===== src/rtl/qedmma_pkg.sv =====
// Shared fixed-point types and sincos response record for the QEDMMA predict stages.
package qedmma_pkg;

   typedef logic signed [31:0] fp_t;

   localparam int SINCOS_LUT_LATENCY = 2;
   // Wide enough for the largest supported requester count (8)
   localparam int SINCOS_ID_W = 3;

   typedef struct packed {
      logic [SINCOS_ID_W-1:0] id;
      fp_t                    sin;
      fp_t                    cos;
   } sincos_rsp_t;

endpackage


===== src/rtl/sincos_rsp_fifo.sv =====
// First-word-fall-through FIFO of sincos responses; a push into an empty FIFO
// is visible on pop_data in the same cycle.
module sincos_rsp_fifo
   import qedmma_pkg::*;
#(
   parameter int DEPTH = 4,
   parameter int CW    = $clog2(DEPTH + 1)
) (
   input  logic        clk,
   input  logic        rst_n,
   input  logic        flush,
   input  logic        push,
   input  sincos_rsp_t push_data,
   input  logic        pop,
   output sincos_rsp_t pop_data,
   output logic        full,
   output logic        empty,
   output logic [CW-1:0] count
);

   localparam int PW = (DEPTH > 1) ? $clog2(DEPTH) : 1;

   sincos_rsp_t mem [DEPTH];
   logic [PW-1:0] rd_ptr;
   logic [PW-1:0] wr_ptr;
   logic do_wr;
   logic do_rd;

   assign empty = (count == '0);
   assign full  = (count == CW'(DEPTH));

   // A bypassed word popped in its arrival cycle never touches storage
   assign do_rd = pop && !flush && !empty;
   assign do_wr = push && !flush && !(empty && pop) && (!full || pop);

   always_comb begin
      pop_data = '0;
      if (!empty)
         pop_data = mem[rd_ptr];
      else if (push)
         pop_data = push_data;
   end

   always_ff @(posedge clk or negedge rst_n) begin
      if (!rst_n) begin
         rd_ptr <= '0;
         wr_ptr <= '0;
         count  <= '0;
      end else if (flush) begin
         rd_ptr <= '0;
         wr_ptr <= '0;
         count  <= '0;
      end else begin
         if (do_wr)
            wr_ptr <= (wr_ptr == PW'(DEPTH - 1)) ? '0 : wr_ptr + PW'(1);
         if (do_rd)
            rd_ptr <= (rd_ptr == PW'(DEPTH - 1)) ? '0 : rd_ptr + PW'(1);
         count <= count + CW'(do_wr) - CW'(do_rd);
      end
   end

   always_ff @(posedge clk) begin
      if (do_wr)
         mem[wr_ptr] <= push_data;
   end

endmodule


===== src/rtl/sincos_lut_arbiter.sv =====
// Round-robin sharing of one sincos_lut among N_REQ requesters with credit-based
// response FIFO. Optional SINCOS_ARB_STATS_EN adds grant/stall counters.
module sincos_lut_arbiter
   import qedmma_pkg::*;
#(
   parameter int N_REQ       = 4,
   parameter int LUT_LATENCY = SINCOS_LUT_LATENCY,
   parameter int RSP_DEPTH   = 4,
   parameter int ID_W        = $clog2(N_REQ)
) (
   input  logic                   clk,
   input  logic                   rst_n,
   input  logic [N_REQ-1:0]       req_valid,
   input  logic [N_REQ-1:0][31:0] req_angle,
   output logic [N_REQ-1:0]       req_ready,
   input  logic                   flush,
   output logic [31:0]            lut_angle,
   input  logic [31:0]            lut_sin,
   input  logic [31:0]            lut_cos,
   output logic                   rsp_valid,
   input  logic                   rsp_ready,
   output logic [ID_W-1:0]        rsp_id,
   output logic [31:0]            rsp_sin,
   output logic [31:0]            rsp_cos,
   output logic                   busy
`ifdef SINCOS_ARB_STATS_EN
  ,output logic [N_REQ-1:0][15:0] grant_cnt,
   output logic [15:0]            stall_cnt
`endif
);

   localparam int CW   = $clog2(RSP_DEPTH + 1);
   localparam int TAGS = LUT_LATENCY + 1;

   logic [ID_W-1:0] ptr;
   logic [ID_W-1:0] grant_id;
   logic            found;
   logic            grant_ok;
   logic            grant;
   logic            push;
   logic            pop;
   logic [CW-1:0]   credit;
   logic [TAGS-1:0] tag_v;
   logic [ID_W-1:0] tag_id [TAGS];

   sincos_rsp_t   push_data;
   sincos_rsp_t   rsp_data;
   logic          fifo_full;
   logic          fifo_empty;
   logic [CW-1:0] fifo_count;

   // Scan downward so the lowest offset from the pointer wins
   always_comb begin
      logic [ID_W:0] sum;
      sum      = '0;
      found    = 1'b0;
      grant_id = '0;
      for (int k = N_REQ - 1; k >= 0; k--) begin
         sum = {1'b0, ptr} + (ID_W + 1)'(k);
         if (sum >= (ID_W + 1)'(N_REQ))
            sum = sum - (ID_W + 1)'(N_REQ);
         if (req_valid[sum[ID_W-1:0]]) begin
            found    = 1'b1;
            grant_id = sum[ID_W-1:0];
         end
      end
   end

   assign pop      = rsp_valid && rsp_ready;
   assign grant_ok = rst_n && !flush && ((credit < CW'(RSP_DEPTH)) || pop);
   assign grant    = grant_ok && found;
   assign req_ready = grant ? (N_REQ'(1) << grant_id) : '0;

   always_ff @(posedge clk or negedge rst_n) begin
      if (!rst_n) begin
         ptr       <= '0;
         lut_angle <= '0;
         credit    <= '0;
         tag_v     <= '0;
         for (int s = 0; s < TAGS; s++)
            tag_id[s] <= '0;
      end else begin
         if (grant) begin
            ptr       <= (grant_id == ID_W'(N_REQ - 1)) ? '0 : grant_id + ID_W'(1);
            lut_angle <= req_angle[grant_id];
         end
         tag_v     <= flush ? '0 : {tag_v[TAGS-2:0], grant};
         tag_id[0] <= grant_id;
         for (int s = 1; s < TAGS; s++)
            tag_id[s] <= tag_id[s-1];
         credit <= flush ? '0 : credit + CW'(grant) - CW'(pop);
      end
   end

   assign push           = tag_v[TAGS-1];
   assign push_data.id   = SINCOS_ID_W'(tag_id[TAGS-1]);
   assign push_data.sin  = lut_sin;
   assign push_data.cos  = lut_cos;

   sincos_rsp_fifo #(
      .DEPTH (RSP_DEPTH),
      .CW    (CW)
   ) u_rsp_fifo (
      .clk       (clk),
      .rst_n     (rst_n),
      .flush     (flush),
      .push      (push),
      .push_data (push_data),
      .pop       (pop),
      .pop_data  (rsp_data),
      .full      (fifo_full),
      .empty     (fifo_empty),
      .count     (fifo_count)
   );

   assign rsp_valid = !fifo_empty || push;
   assign rsp_id    = ID_W'(rsp_data.id);
   assign rsp_sin   = rsp_data.sin;
   assign rsp_cos   = rsp_data.cos;
   assign busy      = (credit != '0);

   // Credits should make both of these impossible
   always_ff @(posedge clk) begin
      if (rst_n && !flush) begin
         assert (!(push && fifo_full && !pop));
         assert (fifo_count <= credit);
      end
   end

`ifdef SINCOS_ARB_STATS_EN
   always_ff @(posedge clk or negedge rst_n) begin
      if (!rst_n) begin
         grant_cnt <= '0;
         stall_cnt <= '0;
      end else if (flush) begin
         grant_cnt <= '0;
         stall_cnt <= '0;
      end else begin
         if (grant && grant_cnt[grant_id] != 16'hFFFF)
            grant_cnt[grant_id] <= grant_cnt[grant_id] + 16'd1;
         if (|req_valid && !grant_ok && stall_cnt != 16'hFFFF)
            stall_cnt <= stall_cnt + 16'd1;
      end
   end
`endif

endmodule


===== config.mk =====
export PLATFORM = sky130hd
export DESIGN_NAME = sincos_lut_arbiter
export DESIGN_NICKNAME = d
export VERILOG_FILES = /design/src/rtl/qedmma_pkg.sv /design/src/rtl/sincos_rsp_fifo.sv /design/src/rtl/sincos_lut_arbiter.sv
export SDC_FILE = /design/constraint.sdc
export NUM_CORES = 1
export LEC_CHECK = 0
export ABC_AREA = 1
export CORE_MARGIN = 10
export CORE_UTILIZATION = 30
export CTS_CLUSTER_DIAMETER = 120
export DETAILED_ROUTE_END_ITERATION = 8
export GPL_ROUTABILITY_DRIVEN = 0
export PLACE_DENSITY = 0.54
export SYNTH_ARGS = -nofsm -noshare
export SYNTH_HDL_FRONTEND = slang
export SYNTH_SLANG_ARGS = --single-unit

===== constraint.sdc =====
create_clock -name clk -period 4.27 [get_ports clk]
set_input_delay 0.854 -clock clk [delete_from_list [all_inputs] [get_ports clk]]
set_output_delay 0.854 -clock clk [all_outputs]
set_load 0.005 [all_outputs]

=== Word level (Yosys, flattened, before mapping) ===
Memory sizes are Yosys's and may differ from the RTL's.
Cells that the tools add are included.

* Add/sub/neg operators: 14
* Magnitude comparators: 10
* Equality and inequality tests: 4
* Shift-type cells: 1
* Multiplexer cells: 37
* Reductions and logical operators: 21

{| class="wikitable"
|+ Operator list
! kind !! number
|-
| $mux W66 || 2
|-
| $bmux W32 S2 || 1
|-
| $mux W32 || 1
|-
| $mux W2 || 15
|-
| $lt A2 B3 Y1 const B || 5
|-
| $logic_and A1 B1 Y1 || 10
|-
| $mux W1 || 10
|-
| $ge A3 B3 Y1 const B || 3
|-
| $mux W3 || 3
|-
| $bmux W1 S2 || 4
|-
| $sub A2 B1 Y2 const B || 4
|-
| $add A2 B1 Y2 const B || 3
|-
| $add A2 B2 Y3 const B || 2
|-
| $add A3 B1 Y3 || 2
|-
| $eq A2 B2 Y1 const B || 3
|-
| $sub A3 B1 Y3 || 2
|-
| $logic_not A1 Y1 || 4
|-
| $mux W4 || 1
|-
| $reduce_bool A2 Y1 || 2
|-
| $shl A1 B2 Y4 const A || 1
|-
| $add A2 B1 Y3 const B || 1
|-
| $eq A3 B3 Y1 const B || 1
|-
| $ge A2 B3 Y1 const B || 1
|-
| $logic_not A3 Y1 || 1
|-
| other kinds (3) || 5
|}

* Flip-flop bits (word level): 53
* Bits in writable memories: 264
* Input port bits: 200
* Output and inout bits: 104
* Logic and storage cells: 98
* Memories kept: 1

{| class="wikitable"
|+ Memory list
! name !! words !! width !! rd ports !! clocked after Yosys merged registers in !! write ports !! RTL line !! RTL
|-
| u_rsp_fifo.mem || 4 || 66 || 1 || 0 || 1 || sincos_rsp_fifo.sv:23 || <nowiki>sincos_rsp_t mem [DEPTH];</nowiki>
|}

=== Longest topological paths before layout ===
Gate-level depths: netlist of run 1.

* Depth in word-level cells: 13
* Mapped depth: 16

=== Modules after synthesis ===
A second synthesis of run 1 with hierarchy kept.

* Cells, all modules: 1631
* Area total of the unflattened synthesis: 15313.4 µm²

{| class="wikitable"
|+ By module, submodules not included
! module !! instances !! cells an instance !! area an instance (µm²) !! sequential area each (µm²)
|-
| sincos_rsp_fifo || 1 || 1002 || 11583.6 || 8222.9
|-
| sincos_lut_arbiter || 1 || 629 || 3729.8 || 1151.1
|}

=== Worst setup path after synthesis of run 1 ===
No wires, ideal clock.

* Path kind: in2reg
* From: input port flush
* To: memory u_rsp_fifo.mem[0][0] (netlist bit), enable pin
* Data arrival time: 4.405 ns
* Slack: -0.625 ns
* Stages on the path: 6
* Cells stage by stage: clkbuf_1 -> inv_1 -> nand3_1 -> a21oi_1 -> inv_1 -> nor2_1

* Cells in the longest elaborated chain, start to end: 6

{| class="wikitable"
|+ RTL lines
! item !! RTL line !! RTL
|-
| from (decl) || sincos_lut_arbiter.sv:16 || <nowiki>input logic flush,</nowiki>
|-
| $logic_not A1 Y1 || sincos_rsp_fifo.sv:34 || <nowiki>assign do_wr = push && !flush && !(empty && pop) && (!full || pop);</nowiki>
|-
| $logic_and A1 B1 Y1 (3 in series) || sincos_rsp_fifo.sv:34 ||
|-
| $mux W1 || sincos_rsp_fifo.sv:63 || <nowiki>if (do_wr)</nowiki>
|-
| $mux W1 (implied by the code) || sincos_rsp_fifo.sv:64 || <nowiki>mem[wr_ptr] <= push_data;</nowiki>
|-
| to (decl) || sincos_rsp_fifo.sv:23 ||
|}

No other way between the ends.

=== Worst setup path after layout of run 1 ===
* From: input port req_valid[1]
* To: output port req_ready[0]

* Cells in the longest elaborated chain, start to end: 8
* Elaborated cells between the ends (all ways): 19
* Those cells by class: shift (1); mux (17); reduce/logical (1)

{| class="wikitable"
|+ RTL lines
! item !! RTL line !! RTL
|-
| from (decl) || sincos_lut_arbiter.sv:13 || <nowiki>input logic [N_REQ-1:0] req_valid,</nowiki>
|-
| $bmux W1 S2 || sincos_lut_arbiter.sv:62 || <nowiki>if (req_valid[sum[ID_W-1:0]]) begin</nowiki>
|-
| $mux W1 (implied by the code) || sincos_lut_arbiter.sv:62 ||
|-
| $mux W2 / $mux W1 (equally long branches) (4 in series) || sincos_lut_arbiter.sv:62 ||
|-
| $shl A1 B2 Y4 / $logic_and A1 B1 Y1 (equally long branches) || sincos_lut_arbiter.sv:72, sincos_lut_arbiter.sv:71 ||
|-
| $mux W4 (*) || sincos_lut_arbiter.sv:72 || <nowiki>assign req_ready = grant ? (N_REQ'(1) << grant_id) : '0;</nowiki>
|-
| to (decl) || sincos_lut_arbiter.sv:15 || <nowiki>output logic [N_REQ-1:0] req_ready,</nowiki>
|}

Every way passes the cells marked *; elsewhere a longest branch is shown, timed or not. The select of a mux whose other input is x is not followed.

==> impl_metrics.prom, run 1 <==
# TYPE chip_impl_metric gauge
chip_impl_info{name="worstPathCellList",value="clkdlybuf4s50_1, inv_1, nand2_1, nand2_1, nor2_1, nor2_1, o21ai_2, nand2_2, nand2_4, ha_1, inv_1, nor2_1, clkdlybuf4s50_1"} 1
chip_impl_metric{name="synth_sequential_area_ratio",unit="%"} 62.03
chip_impl_info{name="cp-start-kind",value="input pin"} 1
chip_impl_metric{name="top_level_ports",unit=""} 304
chip_impl_info{name="rr_endpoint",value="credit[2]"} 1
chip_impl_metric{name="tritoncts.num_buffers",unit=""} 36
chip_impl_metric{name="vias",unit=""} 11240
chip_impl_metric{name="detail_route.first_pass.iterations",unit=""} 4
chip_impl_metric{name="final.hold.worst_slack",unit="ps"} 345.6
chip_impl_metric{name="grt_antenna_before_repair",unit=""} 4
chip_impl_metric{name="hpwlAfterDp",unit="um"} 27830
chip_impl_info{name="run_status",value="finished, final reports clean"} 1
chip_impl_metric{name="synth.yosys.warnings",unit=""} 0
chip_impl_metric{name="num_antenna_cells",unit=""} 0
chip_impl_metric{name="timing.critical_path.required",unit="ps"} 3420
chip_impl_metric{name="drt-wirelength-per-cell",unit="um"} 18.48
chip_impl_metric{name="tightest_slew",unit="ps"} 939.8
chip_impl_metric{name="maximum_number_of_pins_on_one_net_before_global_route_repair",unit=""} 135
chip_impl_metric{name="postSynthRegisterBits",unit=""} 317
chip_impl_info{name="critical_path.startpoint",value="req_valid[1]"} 1
chip_impl_metric{name="die_area",unit="um2"} 59050
chip_impl_metric{name="drc_errors",unit=""} 0
chip_impl_metric{name="worst_r2r_path_depth",unit=""} 14
chip_impl_metric{name="cts_resized",unit=""} 0
chip_impl_info{name="synth-main-ff-cell",value="sky130_fd_sc_hd__edfxtp_1"} 1
chip_impl_metric{name="die_w",unit="um"} 243.0
chip_impl_metric{name="gr-total-overflow",unit=""} 0
chip_impl_metric{name="cts.clk_slew.worst_paths",unit="ps"} 50
chip_impl_info{name="synth.top_cells.by_area",value="sky130_fd_sc_hd__edfxtp_1 (53%), sky130_fd_sc_hd__dfrtp_1 (8.9%), sky130_fd_sc_hd__nand2_1 (8.8%)"} 1
chip_impl_metric{name="synthDominantCellAreaShare",unit="%"} 53.14
chip_impl_info{name="root_buffer_cell",value="sky130_fd_sc_hd__clkbuf_16"} 1
chip_impl_metric{name="grt_first_pass_wirelength",unit="um"} 67430
chip_impl_metric{name="ant_nets",unit=""} 0
chip_impl_info{name="grt_setup_unrepaired",value="false"} 1
chip_impl_info{name="critPathSlowestCell",value="sky130_fd_sc_hd__clkdlybuf4s50_1"} 1
chip_impl_metric{name="final-hold-violation-count",unit=""} 0
chip_impl_metric{name="layout_worst_path_cycle_share",unit="%"} 90.39
chip_impl_metric{name="flow.area_growth_from_synthesis",unit="%"} 31.92
chip_impl_metric{name="nets",unit=""} 1888
chip_impl_metric{name="first_global_vias",unit=""} 11460
chip_impl_info{name="path_class",value="input pin to primary output"} 1
chip_impl_info{name="worst_setup_path_endpoint",value="req_ready[0]"} 1
chip_impl_metric{name="clock-skew-final",unit="ps"} 13.48
chip_impl_metric{name="core.rowCount",unit=""} 81
chip_impl_metric{name="final_util",unit="%"} 40.12
chip_impl_metric{name="drt_iter0_drc",unit=""} 537
chip_impl_metric{name="clk_latency",unit="ps"} 520
chip_impl_metric{name="global_route.usage.total",unit="%"} 14.28
chip_impl_info{name="tritoncts",value="done"} 1
chip_impl_metric{name="vias_per_cell",unit=""} 4.759
chip_impl_metric{name="cts_hold_fix_bufs",unit=""} 0
chip_impl_info{name="synth_area_leader_cell",value="sky130_fd_sc_hd__edfxtp_1"} 1
chip_impl_info{name="hold_start",value="tag_id[2]"} 1
chip_impl_metric{name="synthArstFlopShare",unit="%"} 16.72
chip_impl_metric{name="synth.net_count",unit=""} 1619
chip_impl_metric{name="post_synth_instance_area",unit="um2"} 14920
chip_impl_metric{name="drive_above_1_share",unit="%"} 12.13
chip_impl_metric{name="maxSlewHeadroom",unit="%"} 37.35
chip_impl_metric{name="postSynthAreaPerCell",unit="um2"} 10.62
chip_impl_metric{name="max_stage_delay",unit="ps"} 550
chip_impl_metric{name="syn-instance-count",unit=""} 1405
chip_impl_metric{name="power.leakage",unit="uW"} 0.008000
chip_impl_metric{name="std_cell_core_area",unit="um2"} 49050
chip_impl_metric{name="ctsLongestPathBuffers",unit=""} 3
chip_impl_metric{name="synth_edf_count",unit=""} 264
chip_impl_metric{name="post-cts-setup-buffer-count",unit=""} 0
chip_impl_metric{name="initial_utilization",unit="%"} 30.42
chip_impl_metric{name="post_dp_cell_area",unit="um2"} 18640
chip_impl_metric{name="port_buffers",unit=""} 303
chip_impl_metric{name="power-per-cell-area",unit="nW/um2"} 601.5
chip_impl_info{name="critical_path.endpoint_type",value="primary output"} 1
chip_impl_metric{name="drv_cap",unit=""} 0
chip_impl_metric{name="htreeDepth",unit=""} 2
chip_impl_metric{name="final.fill_count",unit=""} 4835
chip_impl_info{name="rr_startpoint",value="ptr[0]"} 1
chip_impl_metric{name="layout.cell_area.non_filler",unit="um2"} 19680
chip_impl_info{name="critPathMostFrequentCell",value="sky130_fd_sc_hd__nor2_1"} 1
chip_impl_metric{name="cts.sink_count",unit=""} 317
chip_impl_metric{name="period_minus_slack",unit="ps"} 3859
chip_impl_metric{name="synth.lib_cells_used.distinct",unit=""} 32
chip_impl_info{name="min_path_type",value="register to register"} 1
chip_impl_metric{name="finalSetupViolations",unit=""} 0
chip_impl_metric{name="crit_fanout",unit=""} 5
chip_impl_metric{name="slew_violations",unit=""} 0
chip_impl_metric{name="arrival",unit="ps"} 3010
chip_impl_metric{name="max_freq",unit="MHz"} 259.1
chip_impl_metric{name="die_height",unit="um"} 243.0
chip_impl_metric{name="worst-r2r-setup-slack",unit="ps"} 1630
chip_impl_metric{name="routed_wl",unit="um"} 43660
chip_impl_metric{name="peakVddDrop",unit="V"} 0.0005949
==> per-stage QoR <==
step,power [uW],instances,TNS [ps],setup slack [ps]
4_1_cts,12040,2362,0,394.7
5_1_grt,12700,2362,0,211.0
6_report,11840,2362,0,410.5
3_3_place_gp,9190,2300,0,393.8
2_1_floorplan,7183,1405,-165100,-625.4
3_5_place_dp,9202,2300,0,413.9
==> worst min path at each step <==
stage | endpoint | cells after the start
detailed placement | push_data[64] | 0
finish | push_data[64] | 0
floorplan | push_data[64] | 0
CTS | push_data[64] | 0
global placement | tag_id[2] | 0
global route | push_data[64] | 0
==> state kept, by name (all words and copies together) (netlist names) <==
signal,cells
u_rsp_fifo.mem,264
lut_angle,32
tag_id,4
credit,3
tag_v,3
u_rsp_fifo.count,3
ptr,2
push_data,2
u_rsp_fifo.rd_ptr,2
u_rsp_fifo.wr_ptr,2
==> Yosys cell counts (9+ instances only) <==
master                       n
sky130_fd_sc_hd__nor2_1     20
sky130_fd_sc_hd__a31o_2     66
sky130_fd_sc_hd__edfxtp_1  264
sky130_fd_sc_hd__nand2_1   351
sky130_fd_sc_hd__nand3_1   104
sky130_fd_sc_hd__buf_2      20
sky130_fd_sc_hd__ha_1       12
sky130_fd_sc_hd__nand2_2    12
sky130_fd_sc_hd__nand3_2    33
sky130_fd_sc_hd__a221oi_1   66
sky130_fd_sc_hd__inv_1     160
sky130_fd_sc_hd__o21ai_0     9
sky130_fd_sc_hd__clkbuf_1   53
sky130_fd_sc_hd__a21oi_1   135
sky130_fd_sc_hd__dfrtp_1    53
sky130_fd_sc_hd__buf_4      12
==> metal layers <==
metal / wire length, um / vias to the layer above / GRT usage [%]
met5: 59 / - / 0
met4: 836 / 8 / 3.657
met3: 3904 / 61 / 5.743
met2: 20190 / 348 / 23.33
met1: 18660 / 5389 / 17.21
li1: - / 5434 / -
==> layout make-up <==
type	instances	area, um2	share of cell area, %
Inverter	166	630.6	3.204
Timing Repair Buffer	331	3376	17.15
Clock inverter	14	78.83	0.4005
Clock buffer	48	967.2	4.914
Tap cell	664	830.8	4.221
Sequential cell	317	9260	47.05
Multi-Input combinational cell	822	4538	23.06
==> cells by family (layout without fill, tap and decap cells) <==
| family | Yosys count | count (layout) | synth area share, % |
|---|---|---|---|
| AND/OR/NAND/NOR | 526 | 526 | 15.83 |
| AO/OA/AOI/OAI | 279 | 279 | 12.94 |
| XOR/XNOR | 3 | 3 | 0.1761 |
| buffers and inverters | 266 | 559 | 7.758 |
| flip-flops | 317 | 317 | 62.03 |
| adder cells (fa/ha/maj) | 14 | 14 | 1.275 |
==> worst max-delay path: cells and delay by family <==
| family | cells | cell delay (ps) |
|---|---|---|
| simple gates | 7 | 650 |
| fa+ha+maj | 1 | 150 |
| buf+inv | 4 | 1130 |
| compound gates | 1 | 220 |
==> power breakdown <==
| part | internal [uW] | switching [uW] |
|---|---|---|
| logic | 2260 | 3070 |
| clock network | 1590 | 1180 |
| registers | 3590 | 153 |
| total | 7440 | 4400 |
==> cell usage in the layout, fill, tap and decap left out, types with 2 or more instances in the layout <==
| cell | Yosys | final |
|---|---|---|
| sky130_fd_sc_hd__a31o_2 | 66 | 66 |
| sky130_fd_sc_hd__inv_2 | 5 | 4 |
| sky130_fd_sc_hd__dfrtp_1 | 53 | 50 |
| sky130_fd_sc_hd__ha_1 | 12 | 12 |
| sky130_fd_sc_hd__buf_4 | 12 | 17 |
| sky130_fd_sc_hd__clkbuf_16 | 0 | 37 |
| sky130_fd_sc_hd__clkinv_1 | 0 | 4 |
| sky130_fd_sc_hd__buf_12 | 3 | 11 |
| sky130_fd_sc_hd__nand2_1 | 351 | 351 |
| sky130_fd_sc_hd__inv_6 | 0 | 2 |
| sky130_fd_sc_hd__inv_1 | 160 | 159 |
| sky130_fd_sc_hd__nand3_1 | 104 | 104 |
| sky130_fd_sc_hd__clkdlybuf4s50_1 | 0 | 302 |
| sky130_fd_sc_hd__fa_1 | 2 | 2 |
| sky130_fd_sc_hd__clkinv_2 | 0 | 6 |
| sky130_fd_sc_hd__nand3_2 | 33 | 33 |
| sky130_fd_sc_hd__clkbuf_1 | 53 | 11 |
| sky130_fd_sc_hd__a221oi_1 | 66 | 66 |
| sky130_fd_sc_hd__nor2_4 | 0 | 4 |
| sky130_fd_sc_hd__nand2_2 | 12 | 12 |
| sky130_fd_sc_hd__a21oi_1 | 135 | 135 |
| sky130_fd_sc_hd__xor2_1 | 3 | 3 |
| sky130_fd_sc_hd__edfxtp_1 | 264 | 264 |
| sky130_fd_sc_hd__inv_4 | 1 | 3 |
| sky130_fd_sc_hd__dfrtp_2 | 0 | 2 |
| sky130_fd_sc_hd__o21ai_0 | 9 | 9 |
| sky130_fd_sc_hd__nor2_1 | 20 | 16 |
Note: power is estimated with default switching activity, not from simulation.
==> inputs of run 2 (changes only) <==
- RECOVER_POWER: default -> 25
==> run 2 against run 1 <==
Effect of this change: total power decreased by 0.11%; via count about the same; first-iteration DRC count decreased by 0.74%; worst setup slack about the same; critical path type unchanged; highest routed layer unchanged.
==> impl_metrics.prom, run 2 (synthesis results as in run 1) <==
# TYPE chip_impl_metric gauge
chip_impl_metric{name="timing.critical_path.required",unit="ps"} 3420
chip_impl_metric{name="detail_route.first_pass.iterations",unit=""} 5
chip_impl_metric{name="slew_violations",unit=""} 0
chip_impl_metric{name="power.internal",unit="uW"} 7432
chip_impl_metric{name="period_minus_slack",unit="ps"} 3859
chip_impl_metric{name="final_cell_count_no_fill",unit=""} 2364
chip_impl_metric{name="die_area",unit="um2"} 59050
chip_impl_metric{name="routed_wl",unit="um"} 43640
chip_impl_info{name="most-common-layout-cells",value="sky130_fd_sc_hd__nand2_1 (351), sky130_fd_sc_hd__edfxtp_1 (264), sky130_fd_sc_hd__clkdlybuf4s50_1 (262)"} 1
chip_impl_metric{name="power.share.sequential",unit="%"} 31.6
chip_impl_metric{name="final.hold.worst_slack",unit="ps"} 346.2
chip_impl_metric{name="initial_utilization",unit="%"} 30.42
chip_impl_metric{name="post-cts-setup-buffer-count",unit=""} 0
chip_impl_metric{name="max_freq",unit="MHz"} 259.1
chip_impl_metric{name="cts.clk_slew.worst_paths",unit="ps"} 60
chip_impl_metric{name="first_global_vias",unit=""} 11460
chip_impl_info{name="cp-start-kind",value="input pin"} 1
chip_impl_metric{name="grt_first_pass_wirelength",unit="um"} 67430
chip_impl_info{name="grt_setup_unrepaired",value="false"} 1
chip_impl_info{name="critical_path.endpoint_type",value="primary output"} 1
chip_impl_metric{name="register_area",unit="um2"} 9260
chip_impl_metric{name="drt-wirelength-per-cell",unit="um"} 18.46
chip_impl_info{name="run_status",value="finished, final reports clean"} 1
chip_impl_metric{name="vias",unit=""} 11250
chip_impl_metric{name="sum_of_negative_setup_slack",unit="ps"} 0
chip_impl_metric{name="net-switching-power",unit="uW"} 4394
chip_impl_metric{name="drt_iter0_drc",unit=""} 533
chip_impl_metric{name="port_buffers",unit=""} 303
chip_impl_metric{name="nets",unit=""} 1888
chip_impl_metric{name="top_level_ports",unit=""} 304
chip_impl_metric{name="max_stage_delay",unit="ps"} 580
chip_impl_metric{name="cts_resized",unit=""} 0
chip_impl_metric{name="worst-path-buf-inv",unit=""} 4
chip_impl_info{name="min_path_type",value="register to register"} 1
chip_impl_metric{name="maximum_number_of_pins_on_one_net_before_global_route_repair",unit=""} 135
chip_impl_info{name="critPathSlowestCell",value="sky130_fd_sc_hd__clkdlybuf4s50_1"} 1
chip_impl_metric{name="power.leakage",unit="uW"} 0.008007
chip_impl_metric{name="vias_per_cell",unit=""} 4.759
chip_impl_metric{name="grt_antenna_before_repair",unit=""} 4
chip_impl_metric{name="final.fill_count",unit=""} 4834
chip_impl_metric{name="finalSetupViolations",unit=""} 0
chip_impl_metric{name="power-per-cell-area",unit="nW/um2"} 600.8
chip_impl_metric{name="tritoncts.num_buffers",unit=""} 36
chip_impl_info{name="root_buffer_cell",value="sky130_fd_sc_hd__clkbuf_16"} 1
chip_impl_metric{name="power_frac_clock",unit="%"} 23.4
chip_impl_metric{name="global_route.usage.total",unit="%"} 14.28
chip_impl_info{name="tritoncts",value="done"} 1
chip_impl_metric{name="drc_errors",unit=""} 0
chip_impl_metric{name="sw_ratio",unit="%"} 37.16
chip_impl_info{name="registers.top_by_ff_count",value="u_rsp_fifo.mem"} 1
chip_impl_info{name="largest_registers",value="u_rsp_fifo.mem: 264 flops, lut_angle: 32 flops, tag_id: 4 flops"} 1
chip_impl_info{name="path_class",value="input pin to primary output"} 1
chip_impl_metric{name="final_util",unit="%"} 40.13
chip_impl_metric{name="htreeDepth",unit=""} 2
chip_impl_metric{name="gr-total-overflow",unit=""} 0
chip_impl_metric{name="peakVddDrop",unit="V"} 0.0005942
chip_impl_info{name="final_common_cell",value="sky130_fd_sc_hd__nand2_1"} 1
chip_impl_metric{name="final-hold-violation-count",unit=""} 0
chip_impl_metric{name="maxSlewHeadroom",unit="%"} 37.47
chip_impl_info{name="worstPathCellList",value="clkdlybuf4s50_1, inv_1, nand2_1, nand2_1, nor2_1, nor2_1, o21ai_2, nand2_2, nand2_4, ha_1, inv_1, nor2_1, clkdlybuf4s50_1"} 1
chip_impl_info{name="critPathMostFrequentCell",value="sky130_fd_sc_hd__nor2_1"} 1
chip_impl_metric{name="flow.area_growth_from_synthesis",unit="%"} 31.94
chip_impl_metric{name="post_dp_cell_area",unit="um2"} 18640
chip_impl_metric{name="cts.sink_count",unit=""} 317
chip_impl_metric{name="die_w",unit="um"} 243.0
chip_impl_metric{name="drv_cap",unit=""} 0
chip_impl_metric{name="clock-skew-final",unit="ps"} 14.21
chip_impl_metric{name="layout_worst_path_cycle_share",unit="%"} 90.38
chip_impl_metric{name="flip_flop_count_of_the_largest_register_after_layout",unit=""} 264
chip_impl_metric{name="layout.cell_area.non_filler",unit="um2"} 19690
chip_impl_metric{name="hpwlAfterDp",unit="um"} 27830
chip_impl_metric{name="arrival",unit="ps"} 3010
chip_impl_metric{name="multi_input_comb_area",unit="um2"} 4538
chip_impl_metric{name="clk_latency",unit="ps"} 520
chip_impl_metric{name="ctsLongestPathBuffers",unit=""} 3
chip_impl_metric{name="ant_nets",unit=""} 0
chip_impl_metric{name="cts_hold_fix_bufs",unit=""} 0
chip_impl_metric{name="core.rowCount",unit=""} 81
chip_impl_metric{name="tightest_slew",unit="ps"} 937.9
chip_impl_metric{name="std_cell_core_area",unit="um2"} 49050
chip_impl_metric{name="dp.cells",unit=""} 2300
chip_impl_metric{name="die_height",unit="um"} 243.0
chip_impl_metric{name="drive_above_1_share",unit="%"} 12.07
chip_impl_metric{name="crit_fanout",unit=""} 5
chip_impl_info{name="timing.critical_path.max_delay_family",value="buffers and inverters"} 1
chip_impl_metric{name="power.share.combinational",unit="%"} 44.9
run 2: changes by cell type in the layout (fill, tap and decap cells not counted):
cell,delta
sky130_fd_sc_hd__clkbuf_1,+1
sky130_fd_sc_hd__dlygate4sd3_1,+40
sky130_fd_sc_hd__buf_2,-1
sky130_fd_sc_hd__clkdlybuf4s50_1,-40
sky130_fd_sc_hd__diode_2,+2
run 2: worst paths after layout:
| kind | cells after the start | slack [ps] | start | to |
|---|---|---|---|---|
| worst max register to register | 14 | 1630 | ptr[0] | credit[2] |
| max in group asynchronous | 2 | 3140 | rst_n | u_rsp_fifo.rd_ptr[0] |
| worst min register to register | 0 | 350 | tag_id[2] | push_data[64] |
| worst max-delay path | 13 | 410 | req_valid[1] | req_ready[1] |
| worst min-delay path | 0 | 350 | tag_id[2] | push_data[64] |
| min in group asynchronous | 2 | 620 | rst_n | lut_angle[5] |
run 2: through the flow:
stage / setup slack [ps] / total power, uW
finish: 411.0 / 11830
global route: 211.0 / 12690
CTS: 394.7 / 12040
detailed placement: 413.9 / 9202
global placement: 393.8 / 9190
floorplan: -625.4 / 7183
run 2: layout make-up:
type | count | share of cell area [%]
sequential | 317 | 47.04
clock buffer | 48 | 4.913
antenna | 2 | 0.02542
inverter | 166 | 3.203
timing repair buffer | 331 | 17.14
tap | 664 | 4.220
clock inverter | 14 | 0.4004
multi-input combinational | 822 | 23.05
run 2: metal layers:
layer	GRT usage (%)	share of wire (%)
met3	5.743	9.3
met4	3.657	1.9
met2	23.33	46
met5	0	0.073
met1	17.21	42
run 2: power groups by stage:
stage / combinational (uW) / sequential (uW) / clock (uW)
finish: 5310 / 3740 / 2770
global route: 5930 / 3770 / 2990
CTS: 5430 / 3750 / 2860
detailed placement: 5400 / 3800 / 0
global placement: 5390 / 3800 / 0
floorplan: 3420 / 3770 / 0
run 2: worst register-to-register path, delay by kind of cell (launching register included):
kind | cells | cell delay, ps
fa+ha+maj | 2 | 530
flops | 1 | 560
buf+inv | 5 | 520
simple gates | 4 | 440
compound gates | 3 | 480
